$ cat src/rtl/hop_rst_seq_driver.sv
// Reset-sequence driver for the hop reset-chain benchmark: releases stage resets in
// order, fires start into the chain and measures the loopback latency on ff6_in.
module hop_rst_seq_driver #(
    parameter int HOLD_CYC  = 8,
    parameter int STAGE_GAP = 4,
    parameter int EXP_LAT   = 6,
    parameter int TIMEOUT   = 32,
    parameter int LAT_W     = 8
) (
    input  logic             clock0,
    input  logic             rst1,
    input  logic             go,
    input  logic             ff6_in,
    output logic             rst2,
    output logic             rst3,
    output logic             rst4,
    output logic             rst5,
    output logic             start,
    output logic             busy,
    output logic             done,
    output logic             pass,
    output logic             fail,
    output logic [LAT_W-1:0] latency
);

    localparam int REL_CYC = 4 * STAGE_GAP;
    localparam int TMAX    = (HOLD_CYC > REL_CYC) ? HOLD_CYC : REL_CYC;
    localparam int TW      = $clog2(TMAX + 1);

    localparam logic [TW-1:0]    HOLD_LAST   = TW'(HOLD_CYC - 1);
    localparam logic [TW-1:0]    REL_LAST    = TW'(REL_CYC - 1);
    localparam logic [TW-1:0]    GAP1        = TW'(STAGE_GAP);
    localparam logic [TW-1:0]    GAP2        = TW'(2 * STAGE_GAP);
    localparam logic [TW-1:0]    GAP3        = TW'(3 * STAGE_GAP);
    localparam logic [TW-1:0]    TMR_ONE     = TW'(1);
    localparam logic [LAT_W-1:0] LAT_EXP     = LAT_W'(EXP_LAT);
    localparam logic [LAT_W-1:0] LAT_TO      = LAT_W'(TIMEOUT);
    localparam logic [LAT_W-1:0] LAT_TO_LAST = LAT_W'(TIMEOUT - 1);
    localparam logic [LAT_W-1:0] LAT_ONE     = LAT_W'(1);

    typedef enum logic [2:0] {
        S_IDLE   = 3'd0,
        S_HOLD   = 3'd1,
        S_REL    = 3'd2,
        S_FIRE   = 3'd3,
        S_REPORT = 3'd4
    } state_t;

    state_t           state_q, state_d;
    logic [TW-1:0]    tmr_q, tmr_d, tmr_inc_s;
    logic [LAT_W-1:0] cnt_q, cnt_d;
    logic [LAT_W-1:0] lat_q, lat_d;
    logic [3:0]       stg_q, stg_d;     // bit 0 drives rst2 ... bit 3 drives rst5
    logic             start_q, start_d;
    logic             busy_q, busy_d;
    logic             done_q, done_d;
    logic             pass_q, pass_d;
    logic             fail_q, fail_d;

    function automatic logic lat_match(input logic [LAT_W-1:0] cnt);
        return (cnt == LAT_EXP);
    endfunction

    // Next-state and next-output logic for the release/fire/report sequence
    always_comb begin
        state_d   = state_q;
        tmr_d     = tmr_q;
        cnt_d     = cnt_q;
        lat_d     = lat_q;
        stg_d     = stg_q;
        start_d   = start_q;
        busy_d    = busy_q;
        done_d    = 1'b0;
        pass_d    = pass_q;
        fail_d    = fail_q;
        tmr_inc_s = tmr_q + TMR_ONE;

        case (state_q)
            S_IDLE: begin
                stg_d   = 4'b1111;
                start_d = 1'b0;
                busy_d  = 1'b0;
                if (go) begin
                    state_d = S_HOLD;
                    busy_d  = 1'b1;
                    pass_d  = 1'b0;
                    fail_d  = 1'b0;
                    lat_d   = '0;
                    tmr_d   = '0;
                end else begin
                    state_d = S_IDLE;
                end
            end

            S_HOLD: begin
                if (tmr_q == HOLD_LAST) begin
                    state_d  = S_REL;
                    stg_d[0] = 1'b0;
                    tmr_d    = '0;
                end else begin
                    tmr_d = tmr_inc_s;
                end
            end

            S_REL: begin
                if (tmr_q == REL_LAST) begin
                    // A chain output already high before start is driven means it is stuck.
                    if (ff6_in) begin
                        state_d = S_REPORT;
                        done_d  = 1'b1;
                        pass_d  = 1'b0;
                        fail_d  = 1'b1;
                        lat_d   = '0;
                        stg_d   = 4'b1111;
                        start_d = 1'b0;
                        busy_d  = 1'b0;
                    end else begin
                        state_d = S_FIRE;
                        start_d = 1'b1;
                        cnt_d   = '0;
                    end
                end else begin
                    tmr_d    = tmr_inc_s;
                    stg_d[1] = stg_q[1] & (tmr_inc_s < GAP1);
                    stg_d[2] = stg_q[2] & (tmr_inc_s < GAP2);
                    stg_d[3] = stg_q[3] & (tmr_inc_s < GAP3);
                end
            end

            S_FIRE: begin
                start_d = 1'b1;
                if (ff6_in) begin
                    state_d = S_REPORT;
                    done_d  = 1'b1;
                    lat_d   = cnt_q;
                    pass_d  = lat_match(cnt_q);
                    fail_d  = ~lat_match(cnt_q);
                    stg_d   = 4'b1111;
                    start_d = 1'b0;
                    busy_d  = 1'b0;
                end else if (cnt_q == LAT_TO_LAST) begin
                    state_d = S_REPORT;
                    done_d  = 1'b1;
                    cnt_d   = LAT_TO;
                    lat_d   = LAT_TO;
                    pass_d  = 1'b0;
                    fail_d  = 1'b1;
                    stg_d   = 4'b1111;
                    start_d = 1'b0;
                    busy_d  = 1'b0;
                end else begin
                    cnt_d = cnt_q + LAT_ONE;
                end
            end

            S_REPORT: begin
                state_d = S_IDLE;
                stg_d   = 4'b1111;
                start_d = 1'b0;
                busy_d  = 1'b0;
            end

            default: begin
                state_d = S_IDLE;
                stg_d   = 4'b1111;
                start_d = 1'b0;
                busy_d  = 1'b0;
            end
        endcase
    end

    // State and output registers; rst1 forces the chain back into reset immediately
    always_ff @(posedge clock0 or posedge rst1) begin
        if (rst1) begin
            state_q <= S_IDLE;
            tmr_q   <= '0;
            cnt_q   <= '0;
            lat_q   <= '0;
            stg_q   <= 4'b1111;
            start_q <= 1'b0;
            busy_q  <= 1'b0;
            done_q  <= 1'b0;
            pass_q  <= 1'b0;
            fail_q  <= 1'b0;
        end else begin
            state_q <= state_d;
            tmr_q   <= tmr_d;
            cnt_q   <= cnt_d;
            lat_q   <= lat_d;
            stg_q   <= stg_d;
            start_q <= start_d;
            busy_q  <= busy_d;
            done_q  <= done_d;
            pass_q  <= pass_d;
            fail_q  <= fail_d;
        end
    end

    assign rst2    = stg_q[0];
    assign rst3    = stg_q[1];
    assign rst4    = stg_q[2];
    assign rst5    = stg_q[3];
    assign start   = start_q;
    assign busy    = busy_q;
    assign done    = done_q;
    assign pass    = pass_q;
    assign fail    = fail_q;
    assign latency = lat_q;

endmodule

$ cat config.mk
export PLATFORM = sky130hd
export DESIGN_NAME = hop_rst_seq_driver
export DESIGN_NICKNAME = d
export VERILOG_FILES = /design/src/rtl/hop_rst_seq_driver.sv
export SDC_FILE = /design/constraint.sdc
export NUM_CORES = 1
export LEC_CHECK = 0
export ABC_CLOCK_PERIOD_IN_PS = 2700
export BUFFER_PORTS_ARGS = -buffer_cell sky130_fd_sc_hd__buf_2
export CAP_MARGIN = 20
export CORE_ASPECT_RATIO = 1.5
export CORE_MARGIN = 2
export CORE_UTILIZATION = 50
export CTS_BUF_LIST = sky130_fd_sc_hd__clkbuf_16
export CTS_CLUSTER_DIAMETER = 200
export DETAILED_ROUTE_END_ITERATION = 7
export GPL_TIMING_DRIVEN = 0
export PLACE_DENSITY = 0.7
export SYNTH_ARGS = -nofsm -noshare
export SYNTH_HDL_FRONTEND = slang
export SYNTH_SLANG_ARGS = --single-unit
$ cat constraint.sdc
create_clock -name clock0 -period 2.7 [get_ports clock0]
set_clock_uncertainty 0.05 [all_clocks]
set_input_delay 0.27 -clock clock0 [delete_from_list [all_inputs] [get_ports clock0]]
set_output_delay 0.27 -clock clock0 [all_outputs]
set_load 0.02 [all_outputs]
==> impl_metrics.csv, run 1 <==
group,metric,value,unit
die,io_pins,21,
sta,fin_tns_setup,0,ns
sta,rsz0062_at_grt,"false",
setup_path,cp.required,2.81,ns
synth,async_flop_share,1.000,
clock_network,cts_setup_buffers,0,
die,initial_core_util,0.5194,
synth,ys_types,49,
clock_network,clk_latency,0.28,ns
route,vias,1432,
die,dieArea,4051,um2
sta,layout_min_cycle_time,2.506,ns
clock_network,cts_root_buf,"clkbuf_16",
placed_design,place_congestion,0.9206,
finish,n_fill_cell,266,
clock_network,cts_resized,0,
synth,ys_top_cells_by_area,"dfrtp_1 41%, dfstp_2 5.9%, a22o_2 3.9%",
power,p_comb_frac,0.414,
synth,syn_area,1774,um2
route,finalWirelength,3967,um
finish,nNetsFinal,208,
clock_network,cts_max_level,2,
global_routing,grt_pass1_wl,6665,um
clock_network,cts_hold_buf,0,
clock_network,cts_tree,"done",
die,die_h,76.96,um
sta,max_freq,399.0,MHz
route,drtAntennaViolNets,0,
setup_path,end_kind,"register",
clock_network,cts_buffers,5,
global_routing,grt_max_degree,18,
power,powerDensity,1127,nW/um2
global_routing,grt.met3_usage,0.04280,
global_routing,grtUsageMet2,0.3763,
setup_path,critPathSlowestCell,"or3b_2",
die,core_area,3416,um2
synth,ys_ff_latch,33,
finish,final_core_util,0.6198,
placed_design,dp_hpwl,2937,um
setup_path,critical_path_class,"register to register",
min_path,hold_class,"input pin to asynchronous set/reset pin",
global_routing,grt_busiest_layer,"met2",
setup_path,cp_common_cell,"ha_1",
global_routing,antenna_found_initial,0,
global_routing,overflow,0,
sta,slew_viol_final,0,
route,wl_per_cell,16.33,um
power,ir_worst_vdd,0.0007517,V
global_routing,met1_usage,0.2437,
synth,synth_nets,180,
route,drc,0,
synth,postSynthCellCount,172,
clock_network,path_clk_slew,0.05,ns
sta,worst_pin_slew,0.7377,ns
setup_path,max_stage_delay,0.51,ns
route,drt_first_pass_iters,4,
synth,yosysTopAreaCellShare,0.4090,
sta,setup_violations,0,
synth,yosys_warnings,0,
synth,synth_edf_count,0,
die,rows,26,
clock_network,cts_buffer_depth,2,
route,vias_per_cell,5.893,
power,p_switching,904.0,uW
power,p_leak,0.0009674,uW
finish,multiInputGateArea,849.6,um2
route,drt-initial-drc-count,42,
sta,relSlewSlack,0.5077,
power,clock_power_share,0.263,
global_routing,grt_pass1_vias,1392,
power,p_int,1481,uW
finish,final_common_cell,"dfrtp_1",
setup_path,cp_max_fo,6,
finish,drive_gt1_frac,0.2886,
finish,syn_to_final_growth,19.32,%
global_routing,grt.total_usage,0.2185,
synth,synthFlopType,"dfrtp_1",
synth,yosys.area.top_type,"dfrtp_1",
flow_run,drv_cap,0,
sta,hold_violations,0,
power,sw_frac_of_total,0.3790,
setup_path,crit_chain,"ha_1 -> and3_1 -> ha_1 -> or3b_2 -> a21oi_1 -> mux2_2",
die,dieWidth,52.64,um
placed_design,numPortBuffers,20,
status,run_status,"complete, no violations",
finish,n_antenna_cell,0,
finish,seq_area,830.8,um2
synth,syn-mean-instance-area,10.32,um2
setup_path,critPathArrivalTime,2.62,ns
finish,mostFrequentLayoutCells,"29 x dfrtp_1, 22 x buf_2, 13 x o21ai_0, 12 x nand2_1",
clock_network,cts.sinks,33,
power,pwr-share-seq,0.323,
sta,finalCritPeriodShare,0.9282,
synth,synth-seq-area-share,0.4683,
setup_path,cp-start-kind,"register",
==> synth_stat cells, drive strengths merged (3+ instances only) <==
cell type	instances
nand2b	4
a21o	5
dfstp	4
nand2	12
buf	6
a31oi	4
a211oi	3
and3	4
nor4	3
ha	4
nor3	3
inv	9
dfrtp	29
a21oi	10
nand3	6
a22o	7
mux2	4
o21ai	13
nor2	9
==> metal layers <==
layer,vias up,part of all wire
met5,-,0
met4,0,0.036
met3,14,0.027
met2,29,0.54
met1,703,0.40
li1,686,-
==> flip-flops by register name, indices dropped and copies added (netlist names), 3 cells and up <==
name,flops
latency,8
stg_q,4
tmr_q,5
state_q,3
cnt_q,8
==> cell type report <==
| cell class | instances | area share |
|---|---|---|
| clock inverters | 3 | 0.01773 |
| plain buffers | 8 | 0.02837 |
| flip-flops and latches | 33 | 0.3924 |
| well taps | 42 | 0.02482 |
| inverters | 9 | 0.01596 |
| repair buffers | 21 | 0.06028 |
| multi-input cells | 122 | 0.4013 |
| clock buffers | 5 | 0.05910 |
==> final timing paths <==
path	startpoint	end	slack (ns)	depth (start not counted)
setup / recovery	tmr_q[0]$_DFFE_PP0P_	start$_DFFE_PP0P_	0.19	6
hold / removal	rst1	cnt_q[1]$_DFFE_PP0P_	0.06	2
setup reg to reg	tmr_q[0]$_DFFE_PP0P_	start$_DFFE_PP0P_	0.19	6
hold reg to reg	stg_q[0]$_DFFE_PP1P_	stg_q[0]$_DFFE_PP1P_	0.41	2
max in group asynchronous	rst1	stg_q[3]$_DFFE_PP1P_	1.92	3
min in group clock0	ff6_in	state_q[2]$_DFFE_PP0P_	0.30	3
==> metrics by stage <==
stage               hold WS (ns)  area (um2)  power (uW)  setup WS, ns  std cells
CTS                      0.08118        2117        2393        0.2008        243
detailed placement        0.3689        1954        1760        0.2106        235
global placement          0.4021        1927        1721        0.2533        234
floorplan                 0.3459        1774        1500        0.4208        172
global route              0.1297        2117        2545       0.09266        243
finish                   0.06388        2117        2385        0.1939        243
==> worst max-delay path: cells and delay by family (launching register included) <==
family | cells | cell delay (ns)
and+or+nand+nor | 2 | 0.72
adders and majority gates | 2 | 0.52
AOI/OAI and AO/OA | 1 | 0.30
DFF | 1 | 0.43
muxes | 1 | 0.37
==> power groups by stage <==
| stage | Sequential (uW) | Combinational, uW | Clock (uW) |
|---|---|---|---|
| floorplan | 830 | 670 | 0 |
| global placement | 767 | 953 | 0 |
| detailed placement | 777 | 983 | 0 |
| CTS | 770 | 987 | 635 |
| global route | 789 | 1100 | 659 |
| finish | 770 | 987 | 628 |
==> logic make-up (layout without fill, tap and decap cells) <==
family / after synthesis / in the layout / synth area share
AND/OR/NAND/NOR: 57 / 57 / 0.1904
AO/OA/AOI/OAI: 53 / 53 / 0.2109
flip-flops: 33 / 33 / 0.4683
buffers and inverters: 17 / 46 / 0.05289
adder cells (fa/ha/maj): 4 / 4 / 0.02821
XOR/XNOR: 4 / 4 / 0.01975
multiplexers: 4 / 4 / 0.02962
(Power assumes the default switching activity.)
==> run 2: changes to the inputs <==
- CORE_UTILIZATION: 50 -> 57
- PLACE_DENSITY: 0.7 -> 0.78
==> run 2 against run 1 <==
Compared with the run above: flip-flop and latch count did not move; via count rose by 2.4%; critical path depth did not move; cell count fell by 1.2%; first-iteration DRC count fell by 24%; hold slack got worse by 0.0059 ns; sequential power barely moved; sequential share of layout area rose by 0.56 points; fmax rose by 1.2%; die area fell by 12%; critical endpoint unchanged; highest routed layer unchanged.
==> impl_metrics.csv, run 2 (same netlist as run 1, synthesis figures left out) <==
group,metric,value,unit
status,run_status,"complete, no violations",
clock_network,cts_max_level,2,
die,dieWidth,49.56,um
clock_network,cts_root_buf,"clkbuf_16",
die,core_area,2943,um2
setup_path,cp.depth,6,
finish,n_antenna_cell,0,
clock_network,path_clk_slew,0.05,ns
die,initial_core_util,0.6029,
route,vias,1467,
die,die_h,72.33,um
clock_network,cts.sinks,33,
sta,layout_min_cycle_time,2.477,ns
global_routing,grt.total_usage,0.2605,
setup_path,critPathCapture,"start$_DFFE_PP0P_",
clock_network,cts_buffer_depth,2,
sta,setup_violations,0,
placed_design,place_area,1951,um2
sta,setup_slack,0.2226,ns
sta,finalCritPeriodShare,0.9176,
clock_network,cts_buffers,5,
power,powerDensity,1098,nW/um2
power,p_leak,0.0009586,uW
sta,worst_pin_slew,0.7162,ns
setup_path,reg2regPathDepth,6,
die,io_pins,21,
global_routing,overflow,0,
die,rows,24,
setup_path,cp-start-kind,"register",
clock_network,cts_setup_buffers,0,
setup_path,reg2reg_from,"tmr_q[0]$_DFFE_PP0P_",
setup_path,r2r-end,"start$_DFFE_PP0P_",
sta,hold_violations,0,
finish,mostFrequentLayoutCells,"29 x dfrtp_1, 22 x buf_2, 13 x o21ai_0, 12 x nand2_1, 11 x inv_1",
route,drt-initial-drc-count,32,
setup_path,cp.required,2.81,ns
route,vias_per_cell,6.113,
global_routing,antenna_found_initial,0,
sta,max_freq,403.6,MHz
placed_design,dp.cells,232,
die,dieArea,3584,um2
finish,final_common_cell,"dfrtp_1",
finish,drive_gt1_frac,0.2836,
flow_run,drv_cap,0,
placed_design,dp_hpwl,3031,um
clock_network,clk_latency,0.27,ns
route,drc,0,
setup_path,cp_max_fo,6,
min_path,hold_class,"input pin to asynchronous set/reset pin",
sta,slew_viol_final,0,
sta,relSlewSlack,0.5220,
route,drtAntennaViolNets,0,
placed_design,place_congestion,0.9116,
setup_path,max_stage_delay,0.52,ns
route,finalWirelength,4179,um
setup_path,critPathArrivalTime,2.59,ns
finish,syn_to_final_growth,17.63,%
finish,fin_cells,240,
clock_network,cts_hold_buf,0,
power,ir_worst_vdd,0.0007580,V
sta,fin_tns_setup,0,ns
setup_path,critPathTopFamily,"simple AND/OR/NAND/NOR gates",
setup_path,critPathSlowestCell,"or3b_2",
setup_path,cp_common_cell,"ha_1",
setup_path,crit_chain,"ha_1 -> and3_1 -> ha_1 -> or3b_2 -> a21oi_1 -> mux2_2",
setup_path,crit_start,"tmr_q[0]$_DFFE_PP0P_",
clock_network,cts_tree,"done",
finish,design_area,2087,um2
placed_design,pre_cts_slack,0.2373,ns
clock_network,cts_resized,0,
global_routing,grt_pass1_wl,7051,um
finish,nNetsFinal,208,
sta,rsz0062_at_grt,"false",
setup_path,end_kind,"register",
placed_design,numPortBuffers,20,
global_routing,grt_max_degree,18,
setup_path,path_buf_inv,0,
setup_path,r2r_slack,0.22,ns
route,wl_per_cell,17.41,um
setup_path,critical_path_class,"register to register",
route,drt_first_pass_iters,4,
global_routing,grt_pass1_vias,1515,
## run 2: cell types whose count changed in the layout (fill, tap and decap cells not counted), sizes merged
cell    delta
inv        +1
bufinv     -1
## run 2: final cells by class
cell class              count  area [um2]
multi-input cells         122       849.6
clock inverters             3       11.26
plain buffers               8       60.06
well taps                  39       48.80
clock buffers               5       125.1
fillers                   251       855.8
inverters                   9       33.78
flip-flops and latches     33       830.8
repair buffers             21       127.6
## run 2: worst min path at each step
stage / slack (ns) / to / from / depth (start not counted)
global placement: 0.40 / stg_q[0]$_DFFE_PP1P_ / stg_q[0]$_DFFE_PP1P_ / 2
finish: 0.06 / cnt_q[2]$_DFFE_PP0P_ / rst1 / 2
detailed placement: 0.37 / cnt_q[2]$_DFFE_PP0P_ / rst1 / 2
floorplan: 0.35 / busy$_DFFE_PP0P_ / rst1 / 1
CTS: 0.09 / cnt_q[2]$_DFFE_PP0P_ / rst1 / 2
global route: 0.11 / latency[6]$_DFFE_PP0P_ / rst1 / 2
## run 2: worst reg2reg max path, delay by kind of cell, from the launching register on
family,cells,cell delay (ns)
adders and majority gates,2,0.51
muxes,1,0.37
AOI/OAI and AO/OA,1,0.29
DFF,1,0.43
and+or+nand+nor,2,0.72
## run 2: routing by layer
metal	global-route usage	routed length, um	vias to the layer above
li1	-	-	694
met4	0.09259	64	0
met3	0.03909	116	8
met1	0.2551	1532	736
met2	0.5319	2465	29
met5	0	0	-
## run 2: per-stage QoR
step | util | hold WS, ns | total power [uW]
after floorplan | - | 0.3459 | 1500
final | 0.7092 | 0.05800 | 2292
after detailed placement | 0.6628 | 0.3716 | 1767
after CTS | 0.7092 | 0.08502 | 2302
after global routing | 0.7092 | 0.1134 | 2441
after global placement | 0.6535 | 0.3999 | 1721
## run 2: power by group
group / switching [uW] / internal (uW) / leakage [uW] / total [uW]
Clock: 189 / 331 / 0.0000738 / 519
Combinational: 593 / 409 / 0.000457 / 1000
Sequential: 126 / 644 / 0.000427 / 770
==> run 3: changes to the inputs <==
- CELL_PAD_IN_SITES_DETAIL_PLACEMENT: not set -> 2
- CELL_PAD_IN_SITES_GLOBAL_PLACEMENT: not set -> 2
- CORE_UTILIZATION: 57 -> 37
==> run 3 against run 2 <==
Compared with the run above: first-iteration DRC count up 44%; hold slack worse by 0.0046 ns; core utilization is 24 points lower; design area increased by 2.8%; wire length grew 30%; sequential power is 1% higher; non-clock buffer count unchanged.
==> impl_metrics.csv, run 3 (same netlist as run 1, synthesis figures left out) <==
group,metric,value,unit
finish,mostFrequentLayoutCells,"29 x dfrtp_1, 22 x buf_2, 13 x o21ai_0, 12 x nand2_1",
route,drc,0,
setup_path,critPathArrivalTime,2.63,ns
finish,nNetsFinal,208,
setup_path,cp.required,2.81,ns
clock_network,cts_hold_buf,0,
finish,fin_cells,265,
setup_path,r2r_slack,0.18,ns
clock_network,cts_setup_buffers,0,
sta,fin_tns_setup,0,ns
route,drt_first_pass_iters,4,
flow_run,drv_cap,0,
sta,relSlewSlack,0.5208,
clock_network,cts_root_buf,"clkbuf_16",
setup_path,path_buf_inv,0,
clock_network,cts_tree,"done",
setup_path,cp_max_fo,6,
clock_network,cts_buffers,5,
die,dieWidth,60.54,um
placed_design,numPortBuffers,20,
route,wl_per_cell,20.43,um
finish,design_area,2145,um2
power,sw_frac_of_total,0.3988,
placed_design,dp.cells,257,
sta,rsz0062_at_grt,"false",
clock_network,cts_max_level,2,
power,pwr-share-seq,0.316,
setup_path,critical_path_class,"register to register",
setup_path,crit_chain,"ha_1 -> and3_1 -> ha_1 -> or3b_2 -> a21oi_1 -> mux2_2",
placed_design,place_congestion,0.7702,
clock_network,clk_latency,0.28,ns
die,initial_core_util,0.3874,
power,p_switching,984.0,uW
power,powerDensity,1150,nW/um2
sta,layout_min_cycle_time,2.520,ns
die,rows,30,
sta,finalCritPeriodShare,0.9333,
setup_path,cp_common_cell,"ha_1",
die,io_pins,21,
sta,max_freq,396.8,MHz
route,finalWirelength,5413,um
route,vias,1484,
die,dieArea,5377,um2
global_routing,grt_pass1_vias,1727,
finish,final_core_util,0.4683,
power,clock_power_share,0.257,
setup_path,critPathTopFamily,"simple AND/OR/NAND/NOR gates",
finish,drive_gt1_frac,0.2886,
global_routing,overflow,0,
min_path,hold_class,"input pin to asynchronous set/reset pin",
finish,n_fill_cell,507,
route,drt-initial-drc-count,46,
setup_path,cp-start-kind,"register",
power,total_power,2467,uW
setup_path,critPathSlowestCell,"or3b_2",
route,vias_per_cell,5.600,
clock_network,cts_buffer_depth,2,
clock_network,cts.sinks,33,
sta,hold_violations,0,
die,core_area,4579,um2
placed_design,dp_hpwl,3861,um
route,drtAntennaViolNets,0,
power,p_int,1483,uW
global_routing,antenna_found_initial,0,
global_routing,grt_max_degree,19,
global_routing,grt_pass1_wl,8907,um
clock_network,cts_resized,0,
placed_design,place_area,1982,um2
sta,worst_pin_slew,0.7181,ns
clock_network,path_clk_slew,0.05,ns
sta,setup_violations,0,
finish,final_common_cell,"dfrtp_1",
setup_path,end_kind,"register",
power,p_comb_frac,0.427,
finish,n_antenna_cell,0,
finish,syn_to_final_growth,20.87,%
sta,slew_viol_final,0,
die,die_h,88.81,um
power,p_leak,0.0009674,uW
setup_path,max_stage_delay,0.51,ns
global_routing,grt.total_usage,0.2297,
power,ir_worst_vdd,0.0004841,V
status,run_status,"complete, no violations",
run 3: cell type report:
cell class,count,area (um2),share of cell area
buffer,8,60.06,0.02800
clock buffer,5,125.1,0.05834
clock inverter,3,37.54,0.01750
inverter,9,33.78,0.01575
multi-input combinational,122,849.6,0.3961
sequential,33,830.8,0.3874
tap,64,80.08,0.03734
timing repair buffer,21,127.6,0.05951
run 3: power groups by stage:
| stage | clock, uW | combinational [uW] | sequential, uW |
|---|---|---|---|
| 3_5_place_dp | 0 | 1040 | 784 |
| 3_3_place_gp | 0 | 977 | 771 |
| 6_report | 633 | 1050 | 779 |
| 2_1_floorplan | 0 | 670 | 830 |
| 5_1_grt | 674 | 1170 | 797 |
| 4_1_cts | 650 | 1060 | 779 |
run 3: final timing paths:
path,to,depth (start not counted),start
setup / recovery,start$_DFFE_PP0P_,6,tmr_q[0]$_DFFE_PP0P_
hold / removal,start$_DFFE_PP0P_,2,rst1
setup reg to reg,start$_DFFE_PP0P_,6,tmr_q[0]$_DFFE_PP0P_
min in group clock0,busy$_DFFE_PP0P_,3,go
hold reg to reg,stg_q[0]$_DFFE_PP1P_,2,stg_q[0]$_DFFE_PP1P_
max in group asynchronous,latency[4]$_DFFE_PP0P_,3,rst1
run 3: worst register-to-register path, cell delays in order, from the launching register on:
cell,delay [ns]
dfrtp_1,0.42
ha_1,0.28
and3_1,0.22
ha_1,0.23
or3b_2,0.51
a21oi_1,0.32
mux2_2,0.38
run 3: stage by stage:
stage / setup slack (ns) / hold slack (ns)
after global routing: 0.02664 / 0.08342
after detailed placement: 0.1816 / 0.3757
after global placement: 0.2097 / 0.3997
final: 0.1801 / 0.05339
after CTS: 0.1429 / 0.07324
after floorplan: 0.4208 / 0.3459
run 3: per-layer routing:
metal,vias up,part of all wire,global-route usage
met5,-,0,0
met4,0,0.037,0.1008
met2,27,0.58,0.4308
met3,13,0.026,0.04240
li1,688,-,-
met1,756,0.35,0.2411
